$ cat src/rtl/serial_adder_pkg.sv
// Shared types for the bit-serial adder controller: FSM state encoding and default width.
package serial_adder_pkg;

  localparam int DEFAULT_WIDTH = 8;

  typedef enum logic [1:0] {
    IDLE  = 2'b00,
    SHIFT = 2'b01,
    DONE  = 2'b10
  } state_t;

endpackage

$ cat src/rtl/serial_adder_ctrl_fa_cell.sv
// Combinational 1-bit full adder; the only arithmetic element in the serial adder.
module fa_cell (
  input  logic a,
  input  logic b,
  input  logic ci,
  output logic s,
  output logic co
);

  assign s  = a ^ b ^ ci;
  assign co = (a & b) | (ci & (a ^ b));

endmodule

$ cat src/rtl/serial_adder_ctrl.sv
// Bit-serial WIDTH-bit adder controller sequencing one fa_cell, LSB first.
// Define SERIAL_ADDER_OVF_EN to add the registered signed-overflow output ovf.
module serial_adder_ctrl
  import serial_adder_pkg::*;
#(
  parameter int WIDTH = DEFAULT_WIDTH
) (
  input  logic             clk,
  input  logic             rst_n,
  input  logic             start,
  input  logic [WIDTH-1:0] a,
  input  logic [WIDTH-1:0] b,
  input  logic             cin,
  output logic             busy,
  output logic             done,
  output logic [WIDTH-1:0] sum,
  output logic             cout
`ifdef SERIAL_ADDER_OVF_EN
  ,
  output logic             ovf
`endif
);

  localparam int CW = $clog2(WIDTH);
  localparam logic [CW-1:0] CNT_LAST = CW'(WIDTH - 1);

  state_t           state_q, state_d;
  logic [WIDTH-1:0] a_sr_q, a_sr_d;
  logic [WIDTH-1:0] b_sr_q, b_sr_d;
  logic [WIDTH-1:0] s_sr_q, s_sr_d;
  logic             carry_q, carry_d;
  logic [CW-1:0]    cnt_q, cnt_d;
  logic [WIDTH-1:0] sum_q, sum_d;
  logic             cout_q, cout_d;
  logic             fa_s, fa_co;
`ifdef SERIAL_ADDER_OVF_EN
  logic             ovf_q, ovf_d;
`endif

  fa_cell u_fa_cell (
    .a  (a_sr_q[0]),
    .b  (b_sr_q[0]),
    .ci (carry_q),
    .s  (fa_s),
    .co (fa_co)
  );

  // sum/cout only move on the final SHIFT cycle so the old result stays visible mid-operation
  always_comb begin
    state_d = state_q;
    a_sr_d  = a_sr_q;
    b_sr_d  = b_sr_q;
    s_sr_d  = s_sr_q;
    carry_d = carry_q;
    cnt_d   = cnt_q;
    sum_d   = sum_q;
    cout_d  = cout_q;
`ifdef SERIAL_ADDER_OVF_EN
    ovf_d   = ovf_q;
`endif
    case (state_q)
      IDLE: begin
        if (start) begin
          a_sr_d  = a;
          b_sr_d  = b;
          carry_d = cin;
          cnt_d   = '0;
          state_d = SHIFT;
        end
      end
      SHIFT: begin
        a_sr_d  = a_sr_q >> 1;
        b_sr_d  = b_sr_q >> 1;
        s_sr_d  = {fa_s, s_sr_q[WIDTH-1:1]};
        carry_d = fa_co;
        cnt_d   = cnt_q + 1'b1;
        if (cnt_q == CNT_LAST) begin
          sum_d   = s_sr_d;
          cout_d  = fa_co;
`ifdef SERIAL_ADDER_OVF_EN
          // carry_q here is the carry into the MSB
          ovf_d   = carry_q ^ fa_co;
`endif
          cnt_d   = '0;
          state_d = DONE;
        end
      end
      DONE:    state_d = IDLE;
      default: state_d = IDLE;
    endcase
  end

  always_ff @(posedge clk or negedge rst_n) begin
    if (!rst_n) begin
      state_q <= IDLE;
      a_sr_q  <= '0;
      b_sr_q  <= '0;
      s_sr_q  <= '0;
      carry_q <= 1'b0;
      cnt_q   <= '0;
      sum_q   <= '0;
      cout_q  <= 1'b0;
`ifdef SERIAL_ADDER_OVF_EN
      ovf_q   <= 1'b0;
`endif
    end else begin
      state_q <= state_d;
      a_sr_q  <= a_sr_d;
      b_sr_q  <= b_sr_d;
      s_sr_q  <= s_sr_d;
      carry_q <= carry_d;
      cnt_q   <= cnt_d;
      sum_q   <= sum_d;
      cout_q  <= cout_d;
`ifdef SERIAL_ADDER_OVF_EN
      ovf_q   <= ovf_d;
`endif
    end
  end

  assign busy = (state_q != IDLE);
  assign done = (state_q == DONE);
  assign sum  = sum_q;
  assign cout = cout_q;
`ifdef SERIAL_ADDER_OVF_EN
  assign ovf  = ovf_q;
`endif

endmodule

$ cat config.mk
export PLATFORM = sky130hd
export DESIGN_NAME = serial_adder_ctrl
export DESIGN_NICKNAME = d
export VERILOG_FILES = /design/src/rtl/serial_adder_pkg.sv /design/src/rtl/serial_adder_ctrl_fa_cell.sv /design/src/rtl/serial_adder_ctrl.sv
export SDC_FILE = /design/constraint.sdc
export NUM_CORES = 1
export LEC_CHECK = 0
export ABC_AREA = 1
export CORE_MARGIN = 2
export CORE_UTILIZATION = 30
export DETAILED_ROUTE_END_ITERATION = 10
export GPL_ROUTABILITY_DRIVEN = 0
export SLEW_MARGIN = 5
export SYNTH_ARGS = -nofsm -noshare
export SYNTH_HDL_FRONTEND = slang
export SYNTH_SLANG_ARGS = --single-unit
$ cat constraint.sdc
create_clock -name clk -period 1.1 [get_ports clk]
set_input_delay 0.11 -clock clk [delete_from_list [all_inputs] [get_ports clk]]
set_output_delay 0.11 -clock clk [all_outputs]
set_load 0.02 [all_outputs]
After elaboration in Yosys (flattened, before gate mapping) --
Cells that the tools add are included.
Word-level totals: output and inout bits 11, logic and storage cells 37, input port bits 20, register bits after elaboration 39
Operators by class: add/subtract/negate cells 1, bitwise logic cells 5, eq/ne operators 5, multiplexer cells 12, reductions and logical operators 6
Operators by type and width (number):
- one-hot mux 8 bit (2 select lines) | 2
- 2-to-1 mux 8 bit | 2
- 2-to-1 mux 3 bit | 2
- one-hot mux 3 bit (2 select lines) | 1
- AND reduction 2 bit | 3
- 2-to-1 mux 2 bit | 2
- != test 2 bit, second input constant | 2
- one-hot mux 2 bit (2 select lines) | 1
- nonzero test 2 bit | 2
- adder 3 x 1 -> 3 bit, second input constant | 1
- == test 3 bit, second input constant | 1
- bitwise AND 1 bit | 2
- == test 2 x 1 -> 1 bit, second input constant | 1
- == test 2 bit, second input constant | 1
- logical NOT 2 bit | 1
- one-hot mux 1 bit (2 select lines) | 1
- XOR 1 bit | 2
- 2-to-1 mux 1 bit | 1
- bitwise OR 1 bit | 1

Logic depth before layout (Yosys ltp) --
Gate-level depths: netlist of run 1.
depth in word-level cells 4, mapped depth 7, mapped depth without buffers 6

Modules after synthesis --
A second synthesis of run 1 with hierarchy kept.
Unflattened totals: cell total of the unflattened synthesis 219, area total of the unflattened synthesis 1773.0 sq um
Modules (own cells, without submodules):
- serial_adder_ctrl | cells an instance 218, instances 1, area each 1752.9 sq um
- fa_cell | cells an instance 1, instances 1, area each 20.0 sq um

Least setup slack after synthesis of run 1 --
No wires, ideal clock.
path type reg-to-reg, start register cnt_q[0], end register sum_q[7], in the netlist sum[7], cell stages (with the launch flop) 7, setup slack -0.136 ns, arrival time 1.160 ns, path buffers 1, required time 1.024 ns, library setup time 0.076 ns, path through dfrtp_1 -> ha_1 -> ha_1 -> nand2_2 -> buf_4 -> nand2_1 -> o21ai_1
On the way: cells in the longest elaborated chain, start to end 2
RTL lines:
- start: declaration | line serial_adder_ctrl.sv:32 | logic [CW-1:0] cnt_q, cnt_d;
- start signal: assignment | line serial_adder_ctrl.sv:112 | cnt_q <= cnt_d;
- == test 3 bit | line serial_adder_ctrl.sv:77 | if (cnt_q == CNT_LAST) begin
- AND reduction 2 bit (no source line)
- end signal: assignment | line serial_adder_ctrl.sv:113 | sum_q <= sum_d;
- end: declaration | line serial_adder_ctrl.sv:33 | logic [WIDTH-1:0] sum_q, sum_d;
Every way passes these cells. A chain may end at the register's enable or synchronous reset.

Worst setup path in the final report of run 1 --
start register state_q[1], end register b_sr_q[5]
On the way: cells in the longest elaborated chain, start to end 3
RTL lines:
- start: declaration | line serial_adder_ctrl.sv:27 | state_t state_q, state_d;
- start signal: assignment | line serial_adder_ctrl.sv:107 | state_q <= state_d;
- == test 2 x 1 -> 1 bit / logical NOT 2 bit (equally long branches) | line serial_adder_ctrl.sv:61 | case (state_q)
- nonzero test 2 bit (no source line) / != test 2 bit (equally long branches)
- AND reduction 2 bit (no source line)
- end signal: assignment | line serial_adder_ctrl.sv:109 | b_sr_q <= b_sr_d;
- end: declaration | line serial_adder_ctrl.sv:29 | logic [WIDTH-1:0] b_sr_q, b_sr_d;
Parallel ways exist; a longest one is shown, timed or not.

==> results of run 1 <==
[where the power goes]
group	internal [mW]	total, mW	switching, mW
sequential	2.04	2.49	0.443
clock	0.504	1.02	0.512
combinational	1.95	4.06	2.11
[area by class of cell]
cell class,count,area [µm²]
Timing Repair Buffer,62,630.6
Clock buffer,6,82.58
Fill cell,561,3032
Multi-Input combinational cell,131,900.9
Sequential cell,38,953.4
Tap cell,75,93.84
Clock inverter,2,12.51
Inverter,38,145.1
[kinds of logic after synthesis]
kind of cell    Yosys count  share of synthesized area (%)
fa+ha+maj                 3                          2.503
compound gates           19                          5.355
simple gates            109                          26.36
buf+inv                  49                          12.93
flops                    38                          52.85
[Yosys cell counts]
cell type	instances	share of area, %
nand2_1	61	13
nand3_1	40	11
dfrtp_1	38	53
inv_1	36	7.5
o21ai_0	10	2.8
o21ai_1	8	2.2
buf_4	6	2.5
nor2_1	4	0.83
buf_6	3	1.9
nand2_2	3	1.0
ha_1	2	1.4
buf_2	1	0.28
clkbuf_1	1	0.21
fa_1	1	1.1
inv_2	1	0.21
inv_4	1	0.35
nor2_4	1	0.63
o22ai_1	1	0.35
[metrics by stage]
step | cells | util (%) | setup TNS, ns
floorplan | 218 | - | -0.09193
global placement | 332 | 39.46 | -4.092
detailed placement | 332 | 39.46 | -4.480
CTS | 350 | 46.94 | -2.016
global route | 352 | 48.18 | -4.458
finish | 352 | 48.18 | -2.579
[layout by cell type, fill, tap and decap left out, types with 2 or more instances in the layout]
cell type	Yosys	routed
nand2_8	0	2
nand2_4	0	6
clkbuf_8	0	6
dfrtp_1	38	36
inv_2	1	4
clkdlybuf4s15_2	0	2
buf_12	0	3
nand2_2	3	19
o21ai_1	8	7
clkbuf_2	0	6
o21ai_2	0	11
nand2_1	61	37
nand3_2	0	17
nand3_1	40	23
buf_6	3	8
clkdlybuf4s50_1	0	18
buf_4	6	14
nor2_4	1	3
buf_8	0	6
dfrtp_2	0	2
nor2_2	0	2
buf_2	1	3
inv_1	36	33
[timing repair]
action,4_1_cts,5_1_grt
hold buffers,1,0
setup endpoints to repair,48,46
gates resized for setup,106,35
cloned,2,0
endpoints found under the hold margin,38,0
setup buffers,7,2
pin swaps,9,10
[layer usage]
layer	vias up	global-route usage [%]	wire length (µm)
li1	787	-	-
met1	743	16.74	1807
met2	23	23.11	2054
met3	7	4.066	155
met4	0	5.085	57
met5	-	0	0
[path summary, 6_finish.rpt]
path / from / endpoint / slack, ns / depth (start not counted)
setup / recovery: state_q[1]$_DFFE_PN0P_ / b_sr_q[5]$_DFFE_PN0P_ / -0.09 / 7
hold / removal: rst_n / sum[3]$_DFFE_PN0P_ / 0.31 / 3
min in group clk: a[7] / a_sr_q[7]$_DFFE_PN0P_ / 0.37 / 3
max in group asynchronous: rst_n / state_q[1]$_DFFE_PN0P_ / 0.57 / 3
hold reg to reg: s_sr_q[7]$_DFFE_PN0N_ / s_sr_q[7]$_DFFE_PN0N_ / 0.49 / 2
setup reg to reg: state_q[1]$_DFFE_PN0P_ / b_sr_q[5]$_DFFE_PN0P_ / -0.09 / 7
[registers in the layout, indices dropped and copies added (netlist names)]
signal	flops
carry_q	1
cnt_q	3
cout	1
b_sr_q	8
state_q	2
s_sr_q	7
sum	8
a_sr_q	8
[worst max-delay path, delay by kind of cell, from the launching register on]
family | cells | cell delay [ns]
buffers and inverters | 3 | 0.35
flip-flops | 1 | 0.45
AND/OR/NAND/NOR | 4 | 0.32
==> results.yml, run 1 <==
status:
  status: "finished, violations left"
  violations: "setup timing"
setup_path:
  worstPathCellList: "inv_4 > buf_8 > nand2_8 > nand2_4 > buf_8 > nand3_2 > nand2_1"
  worstPathArrival_ns: 1.42
  cp_slowest_cell: "dfrtp_2"
  path_common_cell: "buf_8"
  required_ns: 1.33
  max_stage_delay_ns: 0.45
  crit_path_end_kind: "register"
  criticalPathCategory: "reg2reg"
  cp_max_fo: 8
  critPathLaunchType: "register"
cts:
  clk_root_buffer_cell: "clkbuf_8"
  numCtsBuffers: 5
  cts.clk_slew.worst_paths_ns: 0.08
  cts.sinks: 38
  htree_levels: 2
  cts_buffer_depth: 2
  cts_tree: "done"
  clk_latency_ns: 0.29
place:
  post_dp_cell_area_mm2: 0.002308
  hpwl_um: 2625
  io_buffers: 30
  pre_cts_ws_ns: -0.2599
sta:
  rsz0062_at_grt: "yes"
  fmax_ghz: 0.8422
  hold_viol: 0
  setup_violations: 38
  setup_ws_ns: -0.08733
  slew_headroom_pct: 82.15
  fin_crit_sh_pct: 107.9
  drv_slew: 0
  skew_ns: 0.005852
  fin_crit_ns: 1.187
  hold_ws_ns: 0.3076
  worst_pin_slew_ns: 0.2670
logic_synthesis:
  syn_nets: 241
  netlist-cell-type-count: 18
  ys_seq_area_share_pct: 52.85
  ys_ff_latch: 38
  syn_area_per_cell_um2: 8.253
  netlist_area_mm2: 0.001799
  synth-warning-count: 0
  syn_inst: 218
floorplanning:
  core_area_mm2: 0.005851
  rows: 28
  io-pin-count: 31
  die_w_um: 81.45
  start_util_pct: 30.75
  dieArea_mm2: 0.006633
  die_height_um: 81.45
detailed_routing:
  via_count: 1560
  drt_iter0_drc: 75
  ant_nets: 0
  wire_per_inst_um: 11.57
  routed_via_density: 4.432
  route.detailed.drc: 0
  route.final.wire_length_um: 4074
  dr.pass1.iters: 4
global_routing:
  grt_pass1_vias: 1553
  grt-ovfl-total: 0
  grt_usage_pct: 13.78
  antenna_found_initial: 0
  grt_pass1_wl_um: 6913
  grt_max_degree: 39
hold_path:
  hold_class: "in2async"
run:
  max_cap_violations: 0
layout:
  antenna_cells: 0
  area_growth_pct: 56.68
  final_area_mm2: 0.002819
  final_nets: 299
  drive_gt1_share_pct: 43.68
pwr:
  leakage_nw: 1.440
  p_total_mw: 7.562
  ir_drop_uv: 955.1
  powerDensity_mw_per_mm2: 2682
No activity file was read; power rests on OpenSTA's default activity.
==> run 2: changes to the inputs <==
- clock period: 1.1 -> 1.3 ns (I/O delays scaled with it)
==> run 2 against run 1 <==
Compared with the run above:
- the flow now finishes without violations
- sequential power shrank 19%
- combinational power fell by 41%
- clock power fell by 19%
- fmax decreased by 2.5%
- critical path depth stayed put
- final cell count decreased by 3.4%
- clock-buffer cell count is 1 higher
- global-route usage decreased by 1.3 points
- hold slack got worse by 0.015 ns
- critical endpoint is now a_sr_q[5]$_DFFE_PN0P_
- largest cell class unchanged
- largest power group unchanged
==> results.yml, run 2 (same netlist as run 1, synthesis figures left out) <==
detailed_routing:
  route.detailed.drc: 0
  dr.pass1.iters: 4
  routed_via_density: 4.338
  route.final.wire_length_um: 3652
  ant_nets: 0
  drt_iter0_drc: 49
  via_count: 1475
  wire_per_inst_um: 10.74
global_routing:
  grt_usage_pct: 12.51
  grt_pass1_vias: 1434
  grt_max_degree: 24
  antenna_found_initial: 0
  grt_pass1_wl_um: 6341
  grt-ovfl-total: 0
layout:
  drive_gt1_share_pct: 15.85
  final_cell_mix: "nand2_1 (60), nand3_1 (40), inv_1 (36), dfrtp_1 (36), clkdlybuf4s50_1 (18)"
  layout_commonest_cell: "nand2_1"
  final_nets: 287
  final_core_util_pct: 40.98
  antenna_cells: 0
  area_growth_pct: 33.24
pwr:
  p_total_mw: 5.227
  ir_drop_uv: 739.0
  leakage_nw: 1.268
  powerDensity_mw_per_mm2: 2180
setup_path:
  required_ns: 1.53
  cp_max_fo: 8
  criticalPathCategory: "reg2reg"
  worstPathCellList: "inv_4 > buf_6 > nand2_2 > nand2_2 > buf_4 > nand3_1 > nand2_1"
  worst-path-buf-inv: 3
  reg2reg_slack_ns: 0.08
  path_common_cell: "nand2_2"
  critPathLaunchType: "register"
  worstPathArrival_ns: 1.45
  cp_top_family: "flip-flops"
  crit_path_end_kind: "register"
  max_stage_delay_ns: 0.45
  cp_slowest_cell: "dfrtp_2"
sta:
  fin_crit_sh_pct: 93.66
  setup_violations: 0
  skew_ns: 0.004617
  hold_viol: 0
  hold_ws_ns: 0.2928
  worst_pin_slew_ns: 0.3891
  fin_crit_ns: 1.218
  fmax_ghz: 0.8213
  drv_slew: 0
  slew_headroom_pct: 74.06
cts:
  numCtsBuffers: 5
  cts_tree: "done"
  htree_levels: 2
  cts_buffer_depth: 2
  cts.clk_slew.worst_paths_ns: 0.07
  cts.sinks: 38
  clk_latency_ns: 0.28
  clk_root_buffer_cell: "clkbuf_8"
floorplanning:
  io-pin-count: 31
  die_w_um: 81.45
  dieArea_mm2: 0.006633
  rows: 28
  core_area_mm2: 0.005851
  start_util_pct: 30.75
  die_height_um: 81.45
hold_path:
  hold_class: "in2async"
place:
  io_buffers: 30
  hpwl_um: 2642
run:
  max_cap_violations: 0
status:
  status: "complete, no violations"
-- run 2: power by group --
part | switching [mW] | internal [mW] | total (mW)
Combinational | 1.35 | 1.04 | 2.38
Clock | 0.394 | 0.428 | 0.822
Sequential | 0.296 | 1.73 | 2.02
-- run 2: final cells by class --
type,instances,area (µm²)
Clock buffer,7,86.33
Clock inverter,1,5.005
Fill cell,608,3453
Inverter,38,145.1
Multi-Input combinational cell,131,643.1
Sequential cell,38,953.4
Tap cell,75,93.84
Timing Repair Buffer,50,470.5
-- run 2: timing repair --
item / 4_1_cts / 5_1_grt
pin swaps: 0 / 0
buffers inserted: 1 / 0
hold buffers: 1 / 0
setup endpoints to repair: 16 / 22
hold endpoints to repair: 15 / 0
resized for setup: 23 / 11
-- run 2: metrics by stage --
step / instances / worst slack [ns] / area [µm²] / setup TNS [ns]
floorplan: 218 / 0.06362 / 1799 / 0
global placement: 330 / -0.06842 / 2261 / -0.1337
detailed placement: 330 / -0.06119 / 2261 / -0.1588
CTS: 340 / 0.002209 / 2369 / 0
global route: 340 / -0.005650 / 2397 / -0.007075
finish: 340 / 0.08248 / 2397 / 0
-- run 2: layer usage --
metal	global-route usage, %	vias to the layer above	share of wire, %
li1	-	763	-
met3	3.297	5	4.6
met4	3.559	0	1.1
met5	0	-	0
met1	15.46	673	48
met2	21.48	34	46
-- run 2: final timing paths --
path / start / end / depth (start not counted)
setup / recovery: state_q[1]$_DFFE_PN0P_ / a_sr_q[5]$_DFFE_PN0P_ / 7
hold / removal: rst_n / s_sr_q[4]$_DFFE_PN0N_ / 2
setup reg to reg: state_q[1]$_DFFE_PN0P_ / a_sr_q[5]$_DFFE_PN0P_ / 7
hold reg to reg: sum[4]$_DFFE_PN0P_ / sum[4]$_DFFE_PN0P_ / 2
max in group asynchronous: rst_n / state_q[0]$_DFFE_PN0P_ / 3
min in group clk: a[7] / a_sr_q[7]$_DFFE_PN0P_ / 3
-- run 2: worst reg2reg max path, stage by stage, from the launching register on --
cell and delay (ns):
dfrtp_2 0.45, inv_4 0.07, buf_6 0.13, nand2_2 0.11
nand2_2 0.10, buf_4 0.14, nand3_1 0.08, nand2_1 0.07
==> RTL change 1, RTL diff (settings of run 2) <==
The option `SERIAL_ADDER_OVF_EN` is turned on by a define.
--- a/src/rtl/serial_adder_ctrl.sv
+++ b/src/rtl/serial_adder_ctrl.sv
@@ -1,4 +1,6 @@
 // Bit-serial WIDTH-bit adder controller sequencing one fa_cell, LSB first.
 // Define SERIAL_ADDER_OVF_EN to add the registered signed-overflow output ovf.
+`define SERIAL_ADDER_OVF_EN
+
 module serial_adder_ctrl
   import serial_adder_pkg::*;
Check against the original RTL (old outputs only; new: ovf): equivalent (equiv_simple and equiv_induct, registers matched by name and starting in step).
==> RTL change 1 against run 2 <==
- worst setup slack worse by 0.055 ns
- sequential cell count rose by 1
- first-iteration DRC count is 20% higher
- area after synthesis increased by 4.5%
- design area up 4.7%
- total power is 11% higher
- routed wire length rose by 3.7%
- clock power rose by 23%
==> RTL change 1: results (changes against run 2) <==
INFO  metric netlist_instances = 227 (+4.1%)
INFO  metric crit_arrival = 1.14 ns (-0.31 ns)
INFO  metric grt_start_max_net_pins = 40 (+67%)
INFO  metric leakagePower = 1.32 nW (+4.0%)
INFO  metric yosys-top-cells-area = sky130_fd_sc_hd__dfrtp_1, sky130_fd_sc_hd__nand2_1, sky130_fd_sc_hd__nand3_1
INFO  metric clkSlewWorstSetupHoldPaths = 0.08 ns
INFO  metric drive_above_1_share = 16.1% (+0.21 points)
INFO  metric via_density_per_instance = 4.26 (-1.9%)
INFO  metric dp.final_hpwl = 2.57 mm (-2.7%)
INFO  metric path_max_fanout = 3 (-5)
INFO  metric worstReg2RegEnd = sum[7]
INFO  metric use_met2 = 18.6% (-2.9 points)
INFO  metric detailedPlace.worstSlack = 0.0199 ns (+0.0811 ns)
INFO  metric totalWireLength = 3.79 mm (+3.7%)
INFO  metric met3_length = 170 microns (+0.59%)
INFO  metric r2r-start = carry_q
INFO  metric placedCellCount = 337 (+2.1%)
INFO  metric m1WireLength = 1.81 mm (+3.3%)
INFO  metric design.final.nets = 296 (+3.1%)
INFO  metric outcome = finished, final reports clean
INFO  metric cts-htree-levels = 2 (unchanged)
INFO  metric grt_pass1_wl = 6.56 mm (+3.5%)
INFO  metric ff2ff_path_depth = 3 (-4)
INFO  metric vdd_ir_drop_max = 0.000836 V (+13%)
INFO  metric cts_root_buf = sky130_fd_sc_hd__clkbuf_8
INFO  metric routed-wl-met2 = 1.76 mm (+4.1%)
INFO  metric routedWlPerCell = 10.9 microns (+1.0%)
INFO  metric clk_path_buf_depth = 2 (unchanged)
INFO  metric drt_iter0_markers = 59 (+20%)
INFO  metric fin_worst_skew = 0.00805 ns (+0.00343 ns)
INFO  metric globalRouteTotalUtil = 11.6% (-0.92 points)
INFO  metric antenna-diode-count = 0 (unchanged)
INFO  metric endpoint = busy
INFO  metric clkLatencyLatePin = 0.30 ns (+0.02 ns)
INFO  metric timing.final.ws_setup = 0.0276 ns (-0.0548 ns)
INFO  metric placed_area = 0.00232 sq mm (+2.7%)
INFO  metric grtUsageMet3 = 3.98% (+0.68 points)
INFO  metric maxSlewHeadroom = 85.9% (+12 points)
INFO  metric syn-num-nets = 250 (+3.7%)
INFO  metric synth_seq_area_share = 51.9% (-0.95 points)
INFO  metric timing.reg2reg.setup_slack = 0.05 ns (-0.03 ns)
INFO  metric grt_pass1_vias = 1464 (+2.1%)
INFO  metric synth.top_cells.by_count = sky130_fd_sc_hd__nand2_1, sky130_fd_sc_hd__dfrtp_1, sky130_fd_sc_hd__inv_1, sky130_fd_sc_hd__nand3_1, sky130_fd_sc_hd__o21ai_0
INFO  metric global_route_met1_usage = 14.7% (-0.75 points)
INFO  metric holdWs = 0.321 ns (+0.0279 ns)
INFO  metric synth_cell_type_count = 18 (unchanged)
INFO  metric count_of_buffers_inserted_at_the_top_level_ports = 31 (+3.3%)
[RTL change 1: cell count changes after synthesis, sizes merged]
cell | run 2 | this run
inv | 38 | 40
dfrtp | 38 | 39
nand3 | 40 | 39
clkbuf | 1 | 0
nor2 | 5 | 6
xor2 | 0 | 1
buf | 10 | 11
nand2 | 64 | 69
[RTL change 1: cell families (layout without fill, tap and decap cells)]
kind of cell / after synthesis / count (layout) / synth area share, %
AND/OR/NAND/NOR: 114 / 114 / 26.9
flip-flops: 39 / 39 / 51.9
AO/OA/AOI/OAI: 19 / 19 / 5.12
buffers and inverters: 51 / 98 / 13.2
adder cells (fa/ha/maj): 3 / 3 / 2.40
XOR/XNOR: 1 / 1 / 0.466
[RTL change 1: critical path, delay by kind of cell (launching register included)]
kind                   cells  cell delay, ns
buffers and inverters      2            0.28
DFF                        1            0.44
and+or+nand+nor            1            0.13
[RTL change 1: repair_timing]
action | 4_1_cts | 5_1_grt
pin swaps | 0 | 3
hold endpoints to repair | 39 | 0
buffers inserted | 0 | 3
hold buffers | 1 | 0
gates resized for setup | 15 | 20
endpoints found under the setup margin | 12 | 35
[RTL change 1: report_power, final]
| part | internal (W) | switching (W) | total (W) |
|---|---|---|---|
| registers | 0.00178 | 0.000305 | 0.00208 |
| clock network | 0.000571 | 0.000440 | 0.00101 |
| logic | 0.00116 | 0.00153 | 0.00269 |
[RTL change 1: layout make-up]
type,instances,area (sq um)
Multi-Input combinational cell,137,711
Inverter,40,153
Clock buffer,5,68.8
Clock inverter,3,43.8
Sequential cell,39,977
Timing Repair Buffer,50,463
Tap cell,75,93.8
Fill cell,607,3480
==> RTL change 2, RTL diff (settings of run 2) <==
Without the edit above. The 3 states of `state_t` get a one-hot encoding in 3 bits.
--- a/src/rtl/serial_adder_pkg.sv
+++ b/src/rtl/serial_adder_pkg.sv
@@ -4,8 +4,8 @@
   localparam int DEFAULT_WIDTH = 8;
 
-  typedef enum logic [1:0] {
-    IDLE  = 2'b00,
-    SHIFT = 2'b01,
-    DONE  = 2'b10
+  typedef enum logic [2:0] {
+    IDLE  = 3'b001,
+    SHIFT = 3'b010,
+    DONE  = 3'b100
   } state_t;
 
Formal check against the unedited RTL: same outputs for any inputs over 10 cycles, from zero or initial values and one cycle with rst_n low; not proved beyond that.
==> RTL change 2 against run 2 <==
- the flow now finishes with violations (negative setup slack)
- count of clock-buffer cells in the layout unchanged
- largest cell class unchanged
- total power down 2.8%
- sequential cell count up 1
- worst setup slack worse by 0.11 ns
- via count up 12%
- area after synthesis up 1.6%
- routed wire length up 19%
- largest power group unchanged
- maximum frequency down 8.5%
- critical path type unchanged
- die area up 1.5%
- design area up 10%
- hold slack better by 0.025 ns
==> RTL change 2: results (changes against run 2) <==
INFO  metric drt_iter0_markers = 119 (+140%)
INFO  metric filler_cell_count = 584 (-3.9%)
INFO  metric internal_power = 0.00312 W (-2.0%)
INFO  metric setup-violations-final = 15 (+15)
INFO  metric post_synthesis_area_per_instance = 8.23 sq um (-0.23%)
INFO  metric grt_pass1_wl = 7.22 mm (+14%)
INFO  metric grt_start_max_net_pins = 40 (+67%)
INFO  metric grt_pass1_vias = 1545 (+7.7%)
INFO  metric crit_arrival = 1.57 ns (+0.12 ns)
INFO  metric via_density_per_instance = 4.71 (+8.5%)
INFO  metric syn-num-nets = 245 (+1.7%)
INFO  metric design.final.nets = 297 (+3.5%)
INFO  metric globalRouteTotalUtil = 14.0% (+1.5 points)
INFO  metric totalWireLength = 4.35 mm (+19%)
INFO  metric maxSlewHeadroom = 85.3% (+11 points)
INFO  metric leakagePower = 1.37 nW (+8.4%)
INFO  metric synth_seq_area_share = 53.5% (+0.61 points)
INFO  metric yosys-top-cells-area = sky130_fd_sc_hd__dfrtp_1, sky130_fd_sc_hd__nand2_1, sky130_fd_sc_hd__nand3_1
INFO  metric detailedPlace.worstSlack = -0.0616 ns (-0.000375 ns)
INFO  metric timing.final.ws_setup = -0.0312 ns (-0.114 ns)
INFO  metric synth.top_cells.by_count = sky130_fd_sc_hd__nand2_1, sky130_fd_sc_hd__dfrtp_1, sky130_fd_sc_hd__nand3_1
INFO  metric fin_worst_skew = 0.00626 ns (+0.00164 ns)
INFO  metric outcome = finished, violations left
INFO  metric final_area = 0.00265 sq mm (+10%)
INFO  metric synth_cell_type_count = 20 (+2)
INFO  metric drive_above_1_share = 25.1% (+9.2 points)
INFO  metric fin_tns_setup = -0.268 ns (-0.268 ns)
INFO  metric violations = negative setup slack
INFO  metric worstReg2RegEnd = carry_q
INFO  metric dp.final_hpwl = 2.74 mm (+3.8%)
INFO  metric vdd_ir_drop_max = 0.000676 V (-8.5%)
INFO  metric routed-via-count = 1647 (+12%)
[RTL change 2: cell types whose count changed after synthesis, sizes merged, moves of 2 or more]
| cell | before | now |
|---|---|---|
| nand2 | 64 | 95 |
| nand4 | 0 | 16 |
| nand3 | 40 | 25 |
| o21ai | 18 | 16 |
| nor2 | 5 | 3 |
| clkbuf | 1 | 3 |
| inv | 38 | 10 |
[RTL change 2: layer usage]
layer  track usage, %  part of all wire, %  up-vias
li1                 -                    -      835
met1             18.9                   47      780
met2             21.9                   48       25
met3             2.97                  3.2        7
met4             6.00                  1.7        0
met5                0                    0        -
[RTL change 2: how the worst max path moves through the flow]
stage	from	end
finish	state_q[1]	carry_q
global route	state_q[1]	b_sr_q[6]
CTS	state_q[1]	a_sr_q[6]
detailed placement	state_q[1]	done
floorplan	state_q[0]	a_sr_q[6]
global placement	state_q[1]	done
[RTL change 2: logic make-up (layout without fill, tap and decap cells)]
logic type,Yosys count,after routing
compound gates,16,16
fa+ha+maj,3,3
buf+inv,24,76
flops,39,39
simple gates,140,141
[RTL change 2: worst register-to-register path, stage by stage, from the launching register on]
cell and delay, ns:
sky130_fd_sc_hd__dfrtp_2 0.44, sky130_fd_sc_hd__buf_6 0.13, sky130_fd_sc_hd__inv_4 0.04, sky130_fd_sc_hd__nand4_1 0.19
sky130_fd_sc_hd__nand2_2 0.18, sky130_fd_sc_hd__buf_6 0.16, sky130_fd_sc_hd__nand2_1 0.07, sky130_fd_sc_hd__nand2_1 0.05
[RTL change 2: cell type report]
cell class                 instances  share of cell area, %
clock inverter                     1                  0.189
inverter                          10                   1.61
tap                               75                   3.55
sequential                        39                   37.0
timing repair buffer              58                   23.0
multi-input combinational        160                   31.8
clock buffer                       7                   2.88
[RTL change 2: what timing repair did]
| action | in CTS | in global routing |
|---|---|---|
| gates resized for setup | 21 | 45 |
| setup buffers | 2 | 6 |
| pin swaps | 1 | 17 |
| gates cloned | 2 | 1 |
| endpoints found under the setup margin | 21 | 36 |
| hold buffers | 1 | 0 |
| hold endpoints to repair | 38 | 0 |
[RTL change 2: power by group through the flow]
stage                     sequential [W]  clock, W  combinational (W)
final                            0.00189  0.000791            0.00240
after global routing             0.00193  0.000859            0.00267
after CTS                        0.00188  0.000803            0.00194
after detailed placement         0.00190         0            0.00180
after global placement           0.00189         0            0.00178
after floorplan                  0.00183         0            0.00121
